## config.mk

```make
export PLATFORM = sky130hd
export DESIGN_NAME = dec_fsm_flat
export DESIGN_NICKNAME = d
export VERILOG_FILES = /design/src/rtl/dec_if.sv /design/src/rtl/dec_fsm.sv /design/src/flat_wrapper.sv
export SDC_FILE = /design/constraint.sdc
export NUM_CORES = 1
export LEC_CHECK = 0
export CORE_MARGIN = 2
export CORE_UTILIZATION = 57
export CTS_BUF_LIST = sky130_fd_sc_hd__clkbuf_4 sky130_fd_sc_hd__clkbuf_8 sky130_fd_sc_hd__clkbuf_16
export CTS_CLUSTER_DIAMETER = 120
export DETAILED_ROUTE_END_ITERATION = 10
export HOLD_SLACK_MARGIN = 0.1
export PLACE_DENSITY = 0.86
export SLEW_MARGIN = 20
export SYNTH_ARGS = -nofsm -noshare
export SYNTH_HDL_FRONTEND = slang
export SYNTH_SLANG_ARGS = --single-unit
```

## constraint.sdc

```tcl
create_clock -name clock -period 5.9 [get_ports clock]
set_clock_uncertainty 0.2 [all_clocks]
set_input_delay 0.59 -clock clock [delete_from_list [all_inputs] [get_ports clock]]
set_output_delay 0.59 -clock clock [all_outputs]
set_load 0.02 [all_outputs]
```

## src/rtl/dec_if.sv

```systemverilog
// dec_if: decoder sequencer handshake and buffer-control bundle
interface dec_if #(parameter int LEN_W = 13);
  logic             in_valid;
  logic [LEN_W-1:0] block_len;
  logic             iter_done;
  logic             out_ready;
  logic             in_ready;
  logic             wr_en;
  logic [LEN_W-1:0] wr_addr;
  logic             tail_wen;
  logic [2:0]       tail_idx;
  logic             dec_start;
  logic             rd_en;
  logic [LEN_W-1:0] rd_addr;
  logic             out_valid;
  logic             out_last;
  logic             busy;
  logic [2:0]       state;
  modport slave (
    input  in_valid, block_len, iter_done, out_ready,
    output in_ready, wr_en, wr_addr, tail_wen, tail_idx, dec_start,
           rd_en, rd_addr, out_valid, out_last, busy, state
  );
  modport master (
    output in_valid, block_len, iter_done, out_ready,
    input  in_ready, wr_en, wr_addr, tail_wen, tail_idx, dec_start,
           rd_en, rd_addr, out_valid, out_last, busy, state
  );
endinterface

```

## src/rtl/dec_fsm.sv

```systemverilog
// dec_fsm: loads a block plus tail, runs ITER decoder passes, streams the decoded block out
module dec_fsm #(
  parameter int LEN_W    = 13,
  parameter int TAIL_LEN = 4,
  parameter int ITER     = 8
) (
  input logic  clock,
  input logic  aclr,
  dec_if.slave bus
);
  localparam int IW = (ITER > 1) ? $clog2(ITER) : 1;
  typedef enum logic [2:0] {
    IDLE = 3'd0, LOAD = 3'd1, TAIL = 3'd2, START = 3'd3,
    WAIT_ITER = 3'd4, OUTPUT = 3'd5, DONE = 3'd6
  } state_t;
  state_t           state_q, state_d;
  logic [LEN_W-1:0] klat_q, klat_d, dcnt_q, dcnt_d, rcnt_q, rcnt_d;
  logic [LEN_W-1:0] klat_m1, blk_eff;
  logic [2:0]       tcnt_q, tcnt_d;
  logic [IW-1:0]    icnt_q, icnt_d;
  logic             out_valid_q, out_valid_d, out_last_q, out_last_d;
  // a zero length block is handled as a single symbol
  assign blk_eff = (bus.block_len == '0) ? LEN_W'(1) : bus.block_len;
  assign klat_m1 = klat_q - LEN_W'(1);
  assign bus.in_ready  = (state_q == IDLE) || (state_q == LOAD) || (state_q == TAIL);
  assign bus.wr_en     = bus.in_valid && ((state_q == IDLE) || (state_q == LOAD));
  assign bus.wr_addr   = dcnt_q;
  assign bus.tail_wen  = bus.in_valid && (state_q == TAIL);
  assign bus.tail_idx  = tcnt_q;
  assign bus.dec_start = (state_q == START);
  assign bus.rd_en     = bus.out_ready && (state_q == OUTPUT);
  assign bus.rd_addr   = rcnt_q;
  assign bus.out_valid = out_valid_q;
  assign bus.out_last  = out_last_q;
  assign bus.busy      = (state_q != IDLE);
  assign bus.state     = state_q;
  always_comb begin
    state_d     = state_q;
    klat_d      = klat_q;
    dcnt_d      = dcnt_q;
    tcnt_d      = tcnt_q;
    icnt_d      = icnt_q;
    rcnt_d      = rcnt_q;
    out_valid_d = bus.rd_en;
    out_last_d  = bus.rd_en && (rcnt_q == klat_m1);
    case (state_q)
      IDLE: if (bus.in_valid) begin
        klat_d  = blk_eff;
        state_d = (blk_eff == LEN_W'(1)) ? TAIL : LOAD;
        dcnt_d  = (blk_eff == LEN_W'(1)) ? dcnt_q : LEN_W'(1);
      end
      LOAD: if (bus.in_valid) begin
        dcnt_d  = dcnt_q + LEN_W'(1);
        state_d = (dcnt_q == klat_m1) ? TAIL : LOAD;
      end
      TAIL: if (bus.in_valid) begin
        tcnt_d  = tcnt_q + 3'd1;
        state_d = (tcnt_q == 3'(TAIL_LEN - 1)) ? START : TAIL;
      end
      START: state_d = WAIT_ITER;
      WAIT_ITER: if (bus.iter_done) begin
        state_d = (icnt_q == IW'(ITER - 1)) ? OUTPUT : START;
        icnt_d  = (icnt_q == IW'(ITER - 1)) ? '0 : icnt_q + IW'(1);
      end
      OUTPUT: if (bus.out_ready) begin
        rcnt_d  = rcnt_q + LEN_W'(1);
        state_d = (rcnt_q == klat_m1) ? DONE : OUTPUT;
      end
      default: begin
        state_d = IDLE;
        dcnt_d  = '0;
        tcnt_d  = '0;
        icnt_d  = '0;
        rcnt_d  = '0;
      end
    endcase
  end
  always_ff @(posedge clock or posedge aclr) begin
    if (aclr) begin
      state_q     <= IDLE;
      klat_q      <= '0;
      dcnt_q      <= '0;
      tcnt_q      <= '0;
      icnt_q      <= '0;
      rcnt_q      <= '0;
      out_valid_q <= 1'b0;
      out_last_q  <= 1'b0;
    end else begin
      state_q     <= state_d;
      klat_q      <= klat_d;
      dcnt_q      <= dcnt_d;
      tcnt_q      <= tcnt_d;
      icnt_q      <= icnt_d;
      rcnt_q      <= rcnt_d;
      out_valid_q <= out_valid_d;
      out_last_q  <= out_last_d;
    end
  end
endmodule

```

## src/flat_wrapper.sv

```systemverilog
// flat-port wrapper written by rule: the top's interface ports become plain ports
module dec_fsm_flat 
#(
  parameter int LEN_W    = 13,
  parameter int TAIL_LEN = 4,
  parameter int ITER     = 8
)
  (clock, aclr, bus_in_valid, bus_block_len, bus_iter_done, bus_out_ready, bus_in_ready, bus_wr_en, bus_wr_addr, bus_tail_wen, bus_tail_idx, bus_dec_start, bus_rd_en, bus_rd_addr, bus_out_valid, bus_out_last, bus_busy, bus_state);
  dec_if #(.LEN_W(LEN_W)) bus_i ();
  input logic clock;
  input logic aclr;
  input wire logic [$bits(bus_i.in_valid)-1:0] bus_in_valid;
  input wire logic [$bits(bus_i.block_len)-1:0] bus_block_len;
  input wire logic [$bits(bus_i.iter_done)-1:0] bus_iter_done;
  input wire logic [$bits(bus_i.out_ready)-1:0] bus_out_ready;
  output wire logic [$bits(bus_i.in_ready)-1:0] bus_in_ready;
  output wire logic [$bits(bus_i.wr_en)-1:0] bus_wr_en;
  output wire logic [$bits(bus_i.wr_addr)-1:0] bus_wr_addr;
  output wire logic [$bits(bus_i.tail_wen)-1:0] bus_tail_wen;
  output wire logic [$bits(bus_i.tail_idx)-1:0] bus_tail_idx;
  output wire logic [$bits(bus_i.dec_start)-1:0] bus_dec_start;
  output wire logic [$bits(bus_i.rd_en)-1:0] bus_rd_en;
  output wire logic [$bits(bus_i.rd_addr)-1:0] bus_rd_addr;
  output wire logic [$bits(bus_i.out_valid)-1:0] bus_out_valid;
  output wire logic [$bits(bus_i.out_last)-1:0] bus_out_last;
  output wire logic [$bits(bus_i.busy)-1:0] bus_busy;
  output wire logic [$bits(bus_i.state)-1:0] bus_state;
  assign bus_i.in_valid = bus_in_valid;
  assign bus_i.block_len = bus_block_len;
  assign bus_i.iter_done = bus_iter_done;
  assign bus_i.out_ready = bus_out_ready;
  assign bus_in_ready = bus_i.in_ready;
  assign bus_wr_en = bus_i.wr_en;
  assign bus_wr_addr = bus_i.wr_addr;
  assign bus_tail_wen = bus_i.tail_wen;
  assign bus_tail_idx = bus_i.tail_idx;
  assign bus_dec_start = bus_i.dec_start;
  assign bus_rd_en = bus_i.rd_en;
  assign bus_rd_addr = bus_i.rd_addr;
  assign bus_out_valid = bus_i.out_valid;
  assign bus_out_last = bus_i.out_last;
  assign bus_busy = bus_i.busy;
  assign bus_state = bus_i.state;
  dec_fsm #(.LEN_W(LEN_W), .TAIL_LEN(TAIL_LEN), .ITER(ITER)) u_core (.clock(clock), .aclr(aclr), .bus(bus_i));
endmodule
```

Yosys cells after proc, flatten, opt, wreduce, memory -nomap -nowiden
Index checks and enable logic that the tools add are counted.

storage, ports and cells
  flip-flop bits (word level) = 50
  input bits = 18
  output and inout port bits = 40
  word-level logic and storage cells = 75

cells by class
  $add $sub $neg = 5
  equality and inequality tests = 16
  muxes and demuxes = 23
  bitwise operators = 4
  reduce and logical (&&, ||, !) cells = 19

operator list
  cell                   number
  $mux 13                5
  $pmux 13 s3            1
  $mux 3                 9
  $add 13x1->13 const B  2
  $eq 13x13->1           2
  $pmux 13 s2            1
  $pmux 3 s6             1
  $reduce_or 5->1        3
  $eq 13x1->1 const B    1
  $logic_not 13->1       1
  $sub 13x1->13 const B  1
  $ne 2x2->1 const B     6
  $pmux 3 s2             2
  $eq 3x2->1 const B     3
  $eq 3x3->1 const B     3
  $reduce_and 2->1       4
  $add 3x1->3 const B    2
  $mux 2                 3
  $reduce_and 5->1       1
  $logic_and 1x1->1      4
  $not 1->1              4
  $reduce_and 4->1       1
  $reduce_or 4->1        1
  $eq 3x1->1 const B     1
  4 further kinds        5

Logic depth before layout (Yosys ltp)
  depth in word-level cells = 6
  mapped depth = 8
  depth with buffers taken out = 8

Worst setup path before layout
OpenSTA, ideal clock, no wires.

  path type = reg-to-reg
  from = register u_core.klat_q[2]
  to = register u_core.state_q[0], in the netlist u_core.bus.state[0]
  library setup time = 0.124 ns
  arrival time = 2.430 ns
  setup slack = 3.146 ns
  stages on the path, launching flop included = 9
  cells stage by stage = dfrtp_1 > buf_6 > or4_4 > buf_6 > nor3_1 > xnor2_1 > nand3_1 > or4b_4 > a211o_1

on the way
  longest elaborated chain between the ends = 5
  elaborated cells between the ends (all ways) = 8
  those cells by class = 1 x add/sub; 2 x eq/ne; 5 x mux

ends and longest elaborated chain
  what                             line                          RTL
  start: declaration               dec_fsm.sv:17                 logic [LEN_W-1:0] klat_q, klat_d, dcnt_q, dcnt_d, rcnt_q, rcnt_d;
  start signal: assignment         dec_fsm.sv:90                 klat_q <= klat_d;
  $sub 13x1->13 *                  dec_fsm.sv:24                 assign klat_m1 = klat_q - LEN_W'(1);
  $eq 13x13->1 (on tied branches)  dec_fsm.sv:67, dec_fsm.sv:54
  $mux 2 (on tied branches)        dec_fsm.sv:67, dec_fsm.sv:54
  $mux 3 (on tied branches)        dec_fsm.sv:65, dec_fsm.sv:52
  $pmux 3 s6 *                     dec_fsm.sv:46                 case (state_q)
  end signal: assignment           dec_fsm.sv:89                 state_q <= state_d;
  end: declaration                 dec_fsm.sv:16                 state_t state_q, state_d;

Mark *: on every way between the ends. The rest lies on a longest branch, timed or not. The select of a mux whose other input is x is not followed.
A chain may end at the register's enable or synchronous reset.

Worst setup path in the final report
  from = register u_core.klat_q[0]
  to = register u_core.state_q[0], in the netlist u_core.bus.state[0]

The elaborated chain is that of the path after synthesis.

==> impl_results.md <==
* Most common cell after layout, fill and taps aside: clkdlybuf4s50_1
* Critical Path RT at 5.90 ns
* CTS Sinks at 50
* Antenna diode count at 0
* Crit start category: flop
* Critical path data arrival time at 3.09 ns
* Maximum VDD drop at 0.239 mV
* Worst-margin pin slew at 0.855 ns
* Clock Latency Late Sink at 0.30 ns
* Initial antenna violation count at 0
* Vias per cell at 5.86
* Total CTS buffers at 5
* Synthesized Nets at 370
* Tmin final at 3.09 ns
* I/O Pins at 58
* GRT Util Overall at 0.244
* HPWL after DPL at 5.33 mm
* Hold Fails Final Rpt at 0
* Max_slew headroom at 0.429
* Non-Filler Instances at 462
* Netlist cell types at 55
* Placed instance count at 455
* F_max at 0.323 GHz
* Cell taking the most area after synthesis: dfrtp_1
* Drt total wl at 7.39 mm
* Largest net degree at the start of global routing at 51
* Row cnt at 27
* Hold Path Class: flop to flop
* Sequential Power Share at 0.386
* Clk pwr share at 0.128
* Antenna-violating nets left at 0
* Crit Path Category: flop to flop
* Fin. max-slew vios at 0
* Post-synth ARST share at 1.00
* Max cap viols at 0
* PwrDens at 399 mW/mm^2
* I/O Buffers at 57
* LEAKAGE at 1.56 nW
* Number of warnings issued by yosys at 0
* Most frequent cells in the layout: clkdlybuf4s50_1, dfrtp_1, nor2_1
* RSZ-0062 raised after global routing: false
* Mapped Area at 0.00325 sq mm
* Area contributors post-synth: dfrtp_1, xnor2_1, xor2_1
* Synthesis-stage register bit count at 50
* Switching share of power at 0.421
* Die area at 0.00631 sq mm
* Register area share after synthesis at 0.386
* Filler cell count at 427
* Design Area, Final at 0.00389 sq mm
* Post-synth EDFFs at 0
* Worst-path clk slew at 0.09 ns
* Setup TNS at 0 ns
* Post-CTS Resized at 0
* Clock Path Buffers at 2
* Post-synth top area share at 0.386
* CTS root buffer: clkbuf_8
* Hold_buf cts at 0
* Setup bufs post-CTS at 0
* Placed cell areas at 0.00381 sq mm
* TritonCTS clock tree: built
* Critical Path Fanout Max at 10
* First DRT Iteration DRCs at 171
* Initial Utilization at 0.589
* Element type at the critical path end: flop
* Router iterations before antenna repair at 4
* Final period utilization at 0.524
* Post-Synthesis Cells at 345
* Die W at 79.5 microns
* Setup violators final at 0
* DR vias at 2709
* H-tree levels at 2
* First-pass GRT wire length at 12.2 mm
* Syn Area/Cell at 9.41 sq um
* RD Place Congestion at 0.903
* Vias in the first global route at 2584
* GRT Residual Overflow at 0
* Pint at 899 uW
* Die Ht at 79.5 microns
* Area Overhead vs Synth at 20.0%
* Status: completed
* Comb pwr share at 0.486
* NetSw at 655 uW
* Average wire per standard cell at 16.0 microns
* Drt drc at 0
* Share of post-route cells with drive strength above 1 at 0.0718
* CORE AREA at 0.00551 sq mm
* Nets at 415
* Main flop type after synthesis: dfrtp_1
## final timing paths
kind / start / end / slack (ns) / cells after the start
setup reg to reg: u_core.klat_q[0] / u_core.bus.state[0] / 2.81 / 8
setup / recovery: u_core.klat_q[0] / u_core.bus.state[0] / 2.81 / 8
min in group asynchronous: aclr / u_core.bus.rd_addr[10] / 0.55 / 2
hold / removal: u_core.bus.tail_idx[2] / u_core.bus.tail_idx[2] / 0.33 / 2
hold reg to reg: u_core.bus.tail_idx[2] / u_core.bus.tail_idx[2] / 0.33 / 2
max in group asynchronous: aclr / u_core.bus.wr_addr[7] / 4.45 / 2
## critical path, cell delays in order (launching register included)
cell and delay (ns):
dfrtp_1 0.46, inv_1 0.11, ha_1 0.25, nor3b_2 0.54, nor4b_4 0.37, xnor2_1 0.15, nand3_1 0.11, or4b_4 0.54
a211o_1 0.26
## power groups by stage
stage | clock network [mW] | registers (mW) | logic (mW)
after floorplan | 0 | 0.532 | 0.630
after global placement | 0 | 0.595 | 0.735
after detailed placement | 0 | 0.600 | 0.746
after CTS | 0.207 | 0.595 | 0.752
after global routing | 0.219 | 0.621 | 0.824
final | 0.199 | 0.600 | 0.755
## kinds of logic (layout without fill, tap and decap cells)
family	Yosys count	count (layout)	share of synthesized area
buffers and inverters	39	84	0.0528
XOR/XNOR	49	49	0.154
AND/OR/NAND/NOR	126	126	0.220
flip-flops	50	50	0.386
adder cells (fa/ha/maj)	8	8	0.0301
multiplexers	10	10	0.0343
AO/OA/AOI/OAI	63	63	0.123
## stage by stage
| stage | hold WS (ns) | power, mW | utilization | setup WS [ns] |
|---|---|---|---|---|
| 2_1_floorplan | 0.277 | 1.16 | - | 3.15 |
| 3_3_place_gp | 0.296 | 1.33 | 0.692 | 2.89 |
| 3_5_place_dp | 0.305 | 1.35 | 0.692 | 2.87 |
| 4_1_cts | 0.326 | 1.55 | 0.707 | 2.83 |
| 5_1_grt | 0.339 | 1.66 | 0.707 | 2.60 |
| 6_report | 0.333 | 1.55 | 0.707 | 2.81 |
## per-layer routing
layer | global-route usage | routed length [microns] | vias up
met5 | 0 | 0 | -
met1 | 0.340 | 3360 | 1320
li1 | - | - | 1299
met2 | 0.396 | 3570 | 81
met3 | 0.0396 | 387 | 9
met4 | 0.0672 | 72 | 0
## layout make-up
type / instances / area [sq um] / share of cell area
Inverter: 20 / 76.3 / 0.0196
Timing Repair Buffer: 57 / 571 / 0.146
Clock buffer: 7 / 83.8 / 0.0215
Multi-Input combinational cell: 256 / 1820 / 0.468
Tap cell: 72 / 90.1 / 0.0231
Sequential cell: 50 / 1250 / 0.321
## cells in the mapped netlist, drive strengths merged (3+ instances only)
library cell   n
nor3          12
xor2          18
clkbuf        14
a21oi         12
o21ai         23
xnor2         26
buf            5
nor2b          3
nand2b         4
nand3          9
a31oi          4
o22ai          3
nor4           8
dfrtp         50
nor2          29
ha             7
nand2         18
and2           7
xnor3          4
inv           20
mux2           9
nand4         10
a211oi         3
and3           3
a22o           5
or3            9
nor3b          3
## registers in the layout, indices dropped and copies added, names as in the netlist
signal                count
u_core.bus.out_last       1
u_core.bus.out_valid      1
u_core.bus.rd_addr       13
u_core.bus.state          3
u_core.bus.tail_idx       3
u_core.bus.wr_addr       13
u_core.icnt_q             3
u_core.klat_q            13
Note: power is estimated with default switching activity, not from simulation.
